===== src/rtl/isp_decimate.sv =====
// -----------------------------------------------------------------------------
// isp_decimate
//   Pixel-stream decimator. Rows are kept when (row mod 2^shift_y) == 0.
//   Within a kept row, each channel is averaged over groups of 2^shift_x
//   consecutive pixels. With the latched enable at 0 every beat passes through
//   unchanged. Enable and shifts are sampled only on an accepted fstart beat,
//   so settings change only at frame boundaries.
//
// Handshake: an input beat is accepted when in_valid && out_ready. An output
//   beat is consumed when out_valid && in_ready. The output is a single
//   register; out_ready = in_ready || !out_valid, so upstream may push
//   whenever the register is empty or is being drained this cycle. While
//   out_valid=1 and in_ready=0, out_data/out_user are held.
//
// Ports
//   clk, reset         clock, synchronous active-high reset
//   in_valid/in_data   upstream pixel (channel k at [k*COLOR_DEPTH +: COLOR_DEPTH])
//   in_user            [0]=hstart, [1]=fstart, [7:2] sideband
//   out_valid/out_data decimated pixel
//   out_user           [0]=first output of row, [1]=first output of frame,
//                      [7:2] from the last input of the group
//   in_ready           downstream ready
//   out_ready          ready to upstream
//   isp_ctrl           control word, bit EN_BIT enables decimation
//   shift_x, shift_y   log2 of horizontal / vertical decimation factors
// -----------------------------------------------------------------------------
module isp_decimate #(
    parameter int CHANNELS    = 3,
    parameter int COLOR_DEPTH = 8,
    parameter int EN_BIT      = 9
) (
    input  logic                            clk,
    input  logic                            reset,
    input  logic                            in_valid,
    input  logic [CHANNELS*COLOR_DEPTH-1:0] in_data,
    input  logic [7:0]                      in_user,
    output logic                            out_valid,
    output logic [CHANNELS*COLOR_DEPTH-1:0] out_data,
    output logic [7:0]                      out_user,
    input  logic                            in_ready,
    output logic                            out_ready,
    input  logic [15:0]                     isp_ctrl,
    input  logic [1:0]                      shift_x,
    input  logic [1:0]                      shift_y
);

    localparam int DW = CHANNELS * COLOR_DEPTH;
    localparam int AW = COLOR_DEPTH + 3;  // holds 8 full-scale samples

    localparam logic [0:0] WAIT_FRAME = 1'b0;
    localparam logic [0:0] RUN        = 1'b1;

    logic [0:0]                   state;
    logic                         en_q;
    logic [1:0]                   sx_q;
    logic [1:0]                   sy_q;
    logic [2:0]                   row_q;   // mod-8 is enough for factors up to 8
    logic [3:0]                   cnt_q;
    logic [CHANNELS-1:0][AW-1:0]  acc_q;
    logic                         row_first_q;
    logic                         frame_first_q;

    logic                         accept;
    logic                         fs;
    logic                         hs;
    logic                         first_px;
    logic                         live;
    logic                         en_e;
    logic [1:0]                   sx_e;
    logic [1:0]                   sy_e;
    logic [2:0]                   row_e;
    logic [2:0]                   ymask;
    logic                         kept;
    logic [3:0]                   cnt_next;
    logic                         group_done;
    logic                         rf_e;
    logic                         ff_e;
    logic                         emit;
    logic [CHANNELS-1:0][AW-1:0]  acc_sum;
    logic [DW-1:0]                dec_data;

    // Only EN_BIT of the control word is used.
    logic unused_ctrl;
    assign unused_ctrl = ^isp_ctrl;

    assign out_ready = in_ready || !out_valid;

    always_comb begin
        accept   = in_valid && out_ready;
        fs       = in_user[1];
        hs       = in_user[0];
        first_px = fs || hs;
        // An fstart beat is processed even from WAIT_FRAME.
        live     = accept && (state == RUN || fs);
        // The fstart beat itself already uses the settings it carries.
        en_e     = fs ? isp_ctrl[EN_BIT] : en_q;
        sx_e     = fs ? shift_x : sx_q;
        sy_e     = fs ? shift_y : sy_q;
        row_e    = fs ? 3'd0 : (hs ? row_q + 3'd1 : row_q);
        ymask    = 3'((4'd1 << sy_e) - 4'd1);
        kept     = (row_e & ymask) == 3'd0;
        // hstart/fstart start a fresh group: any partial group is dropped.
        cnt_next   = (first_px ? 4'd0 : cnt_q) + 4'd1;
        group_done = cnt_next == (4'd1 << sx_e);
        rf_e       = first_px || row_first_q;
        ff_e       = fs || frame_first_q;
        acc_sum    = '0;
        dec_data   = '0;
        for (int k = 0; k < CHANNELS; k++) begin
            acc_sum[k] = (first_px ? AW'(0) : acc_q[k])
                       + AW'(in_data[k*COLOR_DEPTH +: COLOR_DEPTH]);
            dec_data[k*COLOR_DEPTH +: COLOR_DEPTH] = COLOR_DEPTH'(acc_sum[k] >> sx_e);
        end
        emit = live && (!en_e || (kept && group_done));
    end

    always_ff @(posedge clk) begin
        if (reset) begin
            state         <= WAIT_FRAME;
            en_q          <= 1'b0;
            sx_q          <= 2'd0;
            sy_q          <= 2'd0;
            row_q         <= 3'd0;
            cnt_q         <= 4'd0;
            acc_q         <= '0;
            row_first_q   <= 1'b0;
            frame_first_q <= 1'b0;
            out_valid     <= 1'b0;
            out_data      <= '0;
            out_user      <= 8'd0;
        end else begin
            // emit implies accept, which implies the register is free.
            if (emit) begin
                out_valid <= 1'b1;
            end else if (in_ready) begin
                out_valid <= 1'b0;
            end

            if (accept && fs) begin
                state <= RUN;
                en_q  <= isp_ctrl[EN_BIT];
                sx_q  <= shift_x;
                sy_q  <= shift_y;
            end

            if (live) begin
                row_q         <= row_e;
                row_first_q   <= rf_e;
                frame_first_q <= ff_e;
                if (!en_e) begin
                    out_data <= in_data;
                    out_user <= in_user;
                    acc_q    <= '0;
                    cnt_q    <= 4'd0;
                end else if (kept && group_done) begin
                    out_data      <= dec_data;
                    out_user      <= {in_user[7:2], ff_e, rf_e};
                    row_first_q   <= 1'b0;
                    frame_first_q <= 1'b0;
                    acc_q         <= '0;
                    cnt_q         <= 4'd0;
                end else if (kept) begin
                    acc_q <= acc_sum;
                    cnt_q <= cnt_next;
                end else begin
                    acc_q <= '0;
                    cnt_q <= 4'd0;
                end
            end
        end
    end

endmodule


===== config.mk =====
export PLATFORM = sky130hd
export DESIGN_NAME = isp_decimate
export DESIGN_NICKNAME = d
export VERILOG_FILES = /design/src/rtl/isp_decimate.sv
export SDC_FILE = /design/constraint.sdc
export NUM_CORES = 1
export LEC_CHECK = 0
export ABC_CLOCK_PERIOD_IN_PS = 4650
export CORE_MARGIN = 1.5
export CORE_UTILIZATION = 51
export DETAILED_ROUTE_END_ITERATION = 6
export GPL_TIMING_DRIVEN = 0
export PLACE_DENSITY = 0.86
export SLEW_MARGIN = 20
export SYNTH_ARGS = -nofsm -noshare
export SYNTH_HDL_FRONTEND = slang
export SYNTH_SLANG_ARGS = --single-unit
export TNS_END_PERCENT = 1

===== constraint.sdc =====
create_clock -name clk -period 4.65 [get_ports clk]
set_input_delay 0.93 -clock clk [delete_from_list [all_inputs] [get_ports clk]]
set_output_delay 0.93 -clock clk [all_outputs]
set_load 0.01 [all_outputs]

## Word-level counts from Yosys, hierarchy flattened

Index checks and enable logic that the tools add are counted.

| cells by class | value |
|---|---|
| shift operators | 5 |
| mux-type cells | 25 |
| $add $sub $neg | 6 |
| equality and inequality tests | 2 |
| reduce and logical (&&, ||, !) cells | 16 |
| bitwise logic cells | 1 |

Operators with widths:

| cell | number |
|---|---|
| two-way mux 33 bit | 3 |
| two-way mux 24 bit | 2 |
| adder 11 x 8 -> 11 bit | 3 |
| two-way mux 11 bit | 3 |
| right shift 11 x 2 -> 8 bit | 3 |
| two-way mux 4 bit | 4 |
| two-way mux 8 bit | 2 |
| two-way mux 1 bit | 7 |
| logical OR 1 bit | 6 |
| two-way mux 3 bit | 2 |
| logical AND 1 bit | 5 |
| adder 4 x 1 -> 4 bit, second input constant | 1 |
| == test 4 bit | 1 |
| two-way mux 2 bit | 2 |
| left shift 1 x 2 -> 4 bit, first input constant | 1 |
| adder 3 x 1 -> 3 bit, second input constant | 1 |
| bitwise AND 3 bit | 1 |
| logical NOT 3 bit | 1 |
| left shift 1 x 2 -> 3 bit, first input constant | 1 |
| subtractor 3 x 1 -> 3 bit, second input constant | 1 |
| logical NOT 1 bit | 2 |
| != test 2 x 1 -> 1 bit, second input constant | 1 |
| AND reduction 2 bit | 1 |
| nonzero test 2 bit | 1 |

| word-level totals | value |
|---|---|
| output and inout port bits | 34 |
| register bits | 81 |
| logic and storage cells | 69 |
| input bits | 56 |

## Longest topological paths before layout

Gate-level depths: netlist (run 1).

| depth | value |
|---|---|
| depth in word-level cells | 9 |
| depth in mapped cells | 15 |
| mapped depth without buffers | 12 |

## Worst setup path after synthesis (run 1)

No wires, ideal clock.

| path | value |
|---|---|
| path kind | input port to flip-flop |
| start point | in in_user[1] |
| end point | reg out_data[15] |
| required time | 4.580 ns |
| setup time | 0.070 ns |
| data arrival time | 3.765 ns |
| cell stages on the path | 12 |
| setup slack | 0.815 ns |
| buffers on the path | 3 |
| path through | buf_6 nor2_2 buf_2 clkbuf_1 and2_1 ha_1 a2111oi_0 a21oi_1 or4b_2 nand3_1 a211oi_1 o2bb2ai_1 |

| between the ends | value |
|---|---|
| word-level cells in the longest chain between the ends | 8 |
| elaborated cells on any way between the ends | 23 |
| classes of those cells | add/sub: 3; eq/ne: 2; shift: 3; mux: 8; bitwise: 1; reduce/logical: 6 |

RTL lines:

| element | line | RTL |
|---|---|---|
| from (decl) | 36 | `input logic [7:0] in_user,` |
| branches (longest 8 deep; another with adder 11 x 8 -> 11 bit) | -- |  |
| to (signal assigned) | 151 | `out_data <= in_data;` |
| to (signal assigned) | 156 | `out_data <= dec_data;` |
| to (decl) | 38 | `output logic [CHANNELS*COLOR_DEPTH-1:0] out_data,` |

Several ways; the timed one is not identified. The select of a mux whose other input is x is not followed.
A chain may end at the register's enable or synchronous reset.

## Final worst setup path (run 1)

| path | value |
|---|---|
| start point | in in_user[1] |
| end point | reg out_data[5] |

Same word-level chain as after synthesis.

==> impl_metrics.csv, run 1 <==
group,metric,value,unit
run_status,status,"finished, final reports clean",
sta,min_period,4.53,ns
setup_path,critPathTopFamily,"compound AO/OA/AOI/OAI gates",
setup_path,arrival,4.81,ns
placed_design,place_congestion,0.976,
die,dieArea,0.0116,mm²
power,leakagePower,2.61,nW
power,vdd_drop_max,0.000198,V
sta,maxSlewHeadroom,34.7,%
cells_and_area,area_growth,21.8,%
power,p_int,0.00124,W
synthesis,synthFlopType,"dfxtp_1",
setup_path,end_kind,"register",
sta,drv_slew,0,
setup_path,critPathBufInv,5,
hold_path,hold_start,"acc_q[6]",
sta,rsz0062_at_grt,"no",
cells_and_area,drive_above_1_share,8.38,%
cts,htree_levels,3,
power,powerDensity,267,mW/mm²
drt,vias,6120,
cts,cts.clk_slew.worst_paths,0.09,ns
power,power,0.00181,W
drt,antenna_left,0,
cts,clock-root-buffer,"clkbuf_8",
synthesis,synth-seq-cells,81,
synthesis,syn_area_per_cell,7.86,µm²
cts,cts.sinks,81,
sta,hold_ws,0.458,ns
synthesis,ys.warnings.count,0,
die,fp-row-count,37,
sta,skew,0.0137,ns
drt,routed_via_density,6.54,
sta,finalCritPeriodShare,97.5,%
setup_path,worst_setup_path_start_kind,"input port",
die,die_y,108,µm
placed_design,hpwl,14400,µm
setup_path,crit_path_top_delay_cell,"clkdlybuf4s50_1",
synthesis,synthArstFlopShare,0,%
die,pin_count,90,
grt,grt_max_degree,14,
grt,grt_antenna_before_repair,0,
drt,wl,19600,µm
sta,worst_pin_slew,0.972,ns
drt,drc,0,
grt,track_usage,34.2,%
grt,overflow,0,
synthesis,synth_edf_count,0,
sta,fmax,221,MHz
power,netSwitchingFraction,31.8,%
power,clkPwrFrac,33.3,%
cells_and_area,final_cells,936,
grt,grt_pass1_vias,5796,
die,die_w,108,µm
hold_path,hold_class,"reg2reg",
cts,clock_latency,0.38,ns
synthesis,syn-num-nets,794,
die,initial_utilization,53.3,%
job,cap_violations,0,
setup_path,critPathMaxStageDelay,0.49,ns
power,power.switching,0.000576,W
cells_and_area,mostFrequentLayoutCells,"nor2_1 (94), dfxtp_1 (81), clkdlybuf4s50_1 (73)",
drt,drtIter0Drc,627,
cells_and_area,final_util,64.8,%
cells_and_area,final_common_cell,"nor2_1",
setup_path,path_cells,"clkdlybuf4s50_1 > buf_6 > nor2_4 > buf_4 > clkbuf_4 > and2_1 > ha_1 > inv_1 > fa_1 > nor2b_1 > o211ai_1 > a21oi_1 > xnor2_1 > a221oi_2 > o21ai_0 > a311oi_1",
sta,fin_setup_tns,0,ns
drt,dr.pass1.iters,6,
die,core_area,0.0105,mm²
synthesis,synthDistinctLibCells,71,
setup_path,worstSetupPathType,"in2reg",
placed_design,dp.cells,918,
drt,drt-wirelength-per-cell,21.0,µm
synthesis,synth_cells,709,
cts,numCtsBuffers,9,
synthesis,syn_area,0.00557,mm²
setup_path,critPathMaxFanout,10,
power,combPwrFrac,24.9,%
sta,setup_violations,0,
power,seqPwrFrac,41.8,%
cts,tritoncts,"yes",
cells_and_area,diodes,0,
setup_path,startpoint,"in_user[1]",
sta,finalHoldViolations,0,
setup_path,r2r_start,"cnt_q[0]",
cells_and_area,layout.nets,880,
synthesis,ys_seq_area_share,29.1,%
setup_path,worstPathRequired,4.93,ns
cts,clock_path_buffers,2,
placed_design,io_buffers,73,
grt,grt_pass1_wl,30100,µm
==> flip-flops by register name, summed over array words and instances (netlist names) <==
| signal | cells |
|---|---|
| cnt_q | 4 |
| row_first_q | 1 |
| out_valid | 1 |
| out_user | 8 |
| out_data | 24 |
| state | 1 |
| en_q | 1 |
| sx_q | 2 |
| sy_q | 2 |
| row_q | 3 |
| acc_q | 33 |
| frame_first_q | 1 |
==> path summary, 6_finish.rpt <==
path / to / slack, ns / cells after the start
min reg2reg: acc_q[6] / 0.46 / 2
max reg2reg: acc_q[11] / 1.56 / 12
max: out_data[5] / 0.12 / 16
min: acc_q[6] / 0.46 / 2
==> timing repair <==
action / 4_1_cts / 5_1_grt
hold buffers: 0 / 0
gates cloned: 0 / 0
endpoints found under the setup margin: 33 / 11
resized for setup: 11 / 11
buffers inserted: 0 / 2
pin swaps: 0 / 3
==> stage by stage <==
step / setup WS [ns] / cell area [µm²]
after floorplan: 0.815 / 5570
after global placement: -0.845 / 6470
after detailed placement: -0.861 / 6470
after CTS: 0.0934 / 6740
after global routing: 0.00935 / 6780
final: 0.117 / 6780
==> cells in the mapped netlist (9+ instances only) <==
library cell  instances  share of area, %
a211oi_1             26               3.5
a21oi_1              52               4.7
a22oi_1              24               3.2
a311oi_1              9               1.4
and2_1               26               2.9
clkbuf_1             33               2.2
dfxtp_1              81                29
ha_1                 26               5.8
inv_1                25               1.7
mux2i_1              22               4.0
nand2_1              43               2.9
nand3_1              15               1.3
nor2_1               95               6.4
nor3_1               10              0.90
o211ai_1             11               1.5
o21ai_0              40               3.6
xnor2_1              15               2.4
==> cell type report <==
type	count	area (µm²)
multi-input combinational	557	3710
clock buffer	11	141
tap	136	170
fill	921	3680
clock inverter	5	78.8
inverter	25	93.8
timing repair buffer	75	746
sequential	81	1620
buffer	46	218
==> cell families (layout without fill, tap and decap cells) <==
| group | Yosys count | in the layout | synth area share, % |
|---|---|---|---|
| AND/OR/NAND/NOR | 250 | 250 | 22.2 |
| AO/OA/AOI/OAI | 227 | 227 | 27.5 |
| flip-flops | 81 | 81 | 29.1 |
| buffers and inverters | 71 | 162 | 5.43 |
| adder cells (fa/ha/maj) | 29 | 29 | 6.92 |
| multiplexers | 28 | 28 | 5.28 |
| XOR/XNOR | 23 | 23 | 3.62 |
==> power groups by stage <==
stage	clock network [W]	logic [W]	registers, W
finish	0.000603	0.000451	0.000758
CTS	0.000597	0.000437	0.000757
global placement	0	0.000427	0.000770
floorplan	0	0.000231	0.000780
global route	0.000623	0.000479	0.000762
detailed placement	0	0.000433	0.000773
==> tightest hold or removal path, stage by stage (launching register included) <==
cell     delay (ns)
dfxtp_1        0.32
nand2_1        0.05
a21oi_1        0.05
==> metal layers <==
layer  track usage, %  routed length (µm)  share of wire (%)
met4             17.9                 898                4.6
met1             43.0                7990                 41
met3             6.60                1860                9.5
met5                0                   0                  0
met2             55.5                8890                 45
No activity file was read; power rests on OpenSTA's default activity.
==> inputs of run 2 (changes only) <==
--- a/config.mk
+++ b/config.mk
@@ -6,6 +6,7 @@
 export NUM_CORES = 1
 export LEC_CHECK = 0
 export ABC_CLOCK_PERIOD_IN_PS = 4650
+export CAP_MARGIN = 15
 export CORE_MARGIN = 1.5
 export CORE_UTILIZATION = 51
 export DETAILED_ROUTE_END_ITERATION = 6
==> results of run 2 <==
Same layout as run 1: the final DEF is identical, and so are final timing and power.
==> inputs of run 3 (changes only) <==
--- a/config.mk
+++ b/config.mk
@@ -5,7 +5,7 @@
 export SDC_FILE = /design/constraint.sdc
 export NUM_CORES = 1
 export LEC_CHECK = 0
-export ABC_CLOCK_PERIOD_IN_PS = 4650
+export ABC_CLOCK_PERIOD_IN_PS = 4300
 export CAP_MARGIN = 15
 export CORE_MARGIN = 1.5
 export CORE_UTILIZATION = 51
==> constraint.sdc (replaced) <==
create_clock -name clk -period 4.3 [get_ports clk]
set_input_delay 0.86 -clock clk [delete_from_list [all_inputs] [get_ports clk]]
set_output_delay 0.86 -clock clk [all_outputs]
set_load 0.01 [all_outputs]
==> impl_metrics.csv, run 3 (same netlist as run 1, synthesis figures left out) <==
group,metric,value,unit
sta,worst_pin_slew,0.981,ns
power,combPwrFrac,25.2,%
die,pin_count,90,
drt,dr.pass1.iters,7,
power,vdd_drop_max,0.000214,V
cts,clock_path_buffers,2,
sta,finalCritPeriodShare,94.5,%
drt,routed_via_density,6.46,
die,die_y,108,µm
grt,overflow,0,
sta,fin_setup_tns,0,ns
drt,drc,2,
cells_and_area,final_common_cell,"nor2_1",
cells_and_area,drive_above_1_share,9.81,%
cells_and_area,layout.nets,885,
placed_design,place_congestion,0.976,
setup_path,end_kind,"register",
cts,numCtsBuffers,9,
power,p_int,0.00134,W
power,netSwitchingFraction,31.8,%
sta,min_period,4.06,ns
job,cap_violations,0,
grt,grt_max_degree,14,
die,core_area,0.0105,mm²
grt,grt_pass1_wl,30200,µm
cells_and_area,diodes,0,
run_status,violations,"design-rule violations",
cells_and_area,top_regs,"acc_q x33, out_data x24, out_user x8",
cts,cts-hold-fix-buffers,0,
sta,fmax,246,MHz
setup_path,worstSetupPathType,"in2reg",
sta,rsz0062_at_grt,"no",
cts,clock-root-buffer,"clkbuf_8",
setup_path,critPathMaxFanout,10,
drt,antenna_left,0,
drt,wl,19800,µm
die,dieArea,0.0116,mm²
setup_path,arrival,4.34,ns
placed_design,io_buffers,73,
placed_design,dpl-instance-area,0.00647,mm²
setup_path,reg2reg_depth,12,
die,fp-row-count,37,
sta,maxSlewHeadroom,34.1,%
cells_and_area,area_growth,23.9,%
cells_and_area,stdcell_area,0.00690,mm²
power,powerDensity,285,mW/mm²
sta,finalHoldViolations,0,
cells_and_area,mostFrequentLayoutCells,"nor2_1 (94), dfxtp_1 (81), clkdlybuf4s50_1 (72)",
die,die_w,108,µm
setup_path,regToRegSetupSlack,1.32,ns
setup_path,r2r_end,"acc_q[26]",
grt,track_usage,34.4,%
sta,drv_slew,0,
hold_path,hold_class,"reg2reg",
setup_path,r2r_start,"cnt_q[0]",
power,clkPwrFrac,33.2,%
cts,tritoncts,"yes",
hold_path,whs_endpoint,"acc_q[6]",
cts,cts.clk_slew.worst_paths,0.10,ns
cts,htree_levels,3,
setup_path,worst_setup_path_start_kind,"input port",
cts,cts.sinks,81,
setup_path,startpoint,"in_user[0]",
hold_path,hold_start,"acc_q[6]",
sta,setup_violations,0,
drt,drtIter0Drc,584,
setup_path,worstPathRequired,4.58,ns
die,initial_utilization,53.3,%
drt,vias,6082,
drt,drt-wirelength-per-cell,21.0,µm
cells_and_area,fill_cells,908,
grt,grt_pass1_vias,5819,
grt,grt_antenna_before_repair,0,
power,power.switching,0.000625,W
cts,clock_latency,0.39,ns
cells_and_area,top_register,"acc_q",
run_status,status,"finished, violations left",
hold_path,hold_depth,2,
cells_and_area,largest_reg_flops,33,
power,seqPwrFrac,41.7,%
power,leakagePower,2.67,nW
sta,skew,0.0148,ns
placed_design,hpwl,14400,µm
==> run 3: cell count changes in the layout (fill, tap and decap cells not counted), sizes merged <==
cell and delta:
buf +4, clkbuf +1, clkdlybuf4s50 -1, dlymetal6s2s +1
==> run 3: worst max-delay path, stage by stage <==
cell,delay (ns)
clkdlybuf4s50_1,0.48
nor2_4,0.26
buf_6,0.15
buf_6,0.15
and2_1,0.15
ha_2,0.20
inv_1,0.06
fa_1,0.42
nor2b_2,0.16
o211ai_1,0.27
a31oi_4,0.35
buf_4,0.18
a31o_2,0.16
o211ai_1,0.11
a211oi_2,0.27
o2bb2ai_1,0.09
==> run 3: area by class of cell <==
type                    count  area (µm²)  area share, %
clock buffers              11         141           2.05
clock inverters             5        78.8           1.14
repair buffers             80         786           11.4
flip-flops and latches     81        1620           23.5
well taps                 136         170           2.47
plain buffers              46         235           3.41
inverters                  25        93.8           1.36
multi-input cells         557        3780           54.7
==> run 3: repair_timing <==
item                                    CTS  global route
endpoints found under the hold margin     0             0
setup buffers                             0             7
endpoints found under the setup margin   66            56
pin swaps                                 1             6
resized for setup                        15            26
==> run 3: worst max-delay path by stage <==
stage,endpoint,slack [ns],depth (start not counted)
after floorplan,out_data[15],0.54,12
after global placement,out_data[7],-1.12,16
after detailed placement,out_data[5],-1.14,16
after CTS,out_data[21],-0.02,16
after global routing,out_data[5],0.08,15
final,out_data[7],0.24,16
==> run 3: power groups by stage <==
stage	combinational (W)	clock (W)	sequential (W)
floorplan	0.000249	0	0.000844
global placement	0.000462	0	0.000833
detailed placement	0.000468	0	0.000836
CTS	0.000474	0.000645	0.000818
global route	0.000526	0.000674	0.000824
finish	0.000496	0.000652	0.000820
==> run 3: stage by stage <==
step | power [W] | hold WS [ns] | util, % | cells | setup WS (ns)
finish | 0.00197 | 0.456 | 66.0 | 941 | 0.236
global route | 0.00202 | 0.487 | 66.0 | 941 | 0.0838
CTS | 0.00194 | 0.456 | 64.6 | 934 | -0.0227
detailed placement | 0.00130 | 0.443 | 61.9 | 918 | -1.14
global placement | 0.00129 | 0.439 | 61.9 | 918 | -1.12
floorplan | 0.00109 | 0.432 | - | 709 | 0.535
==> run 3: metal layers <==
layer / up-vias / part of all wire [%] / global-route usage, %
met4: 0 / 4.0 / 18.2
met5: - / 0 / 0
met3: 85 / 10 / 6.66
met2: 360 / 46 / 55.2
li1: 2793 / - / -
met1: 2844 / 40 / 43.4
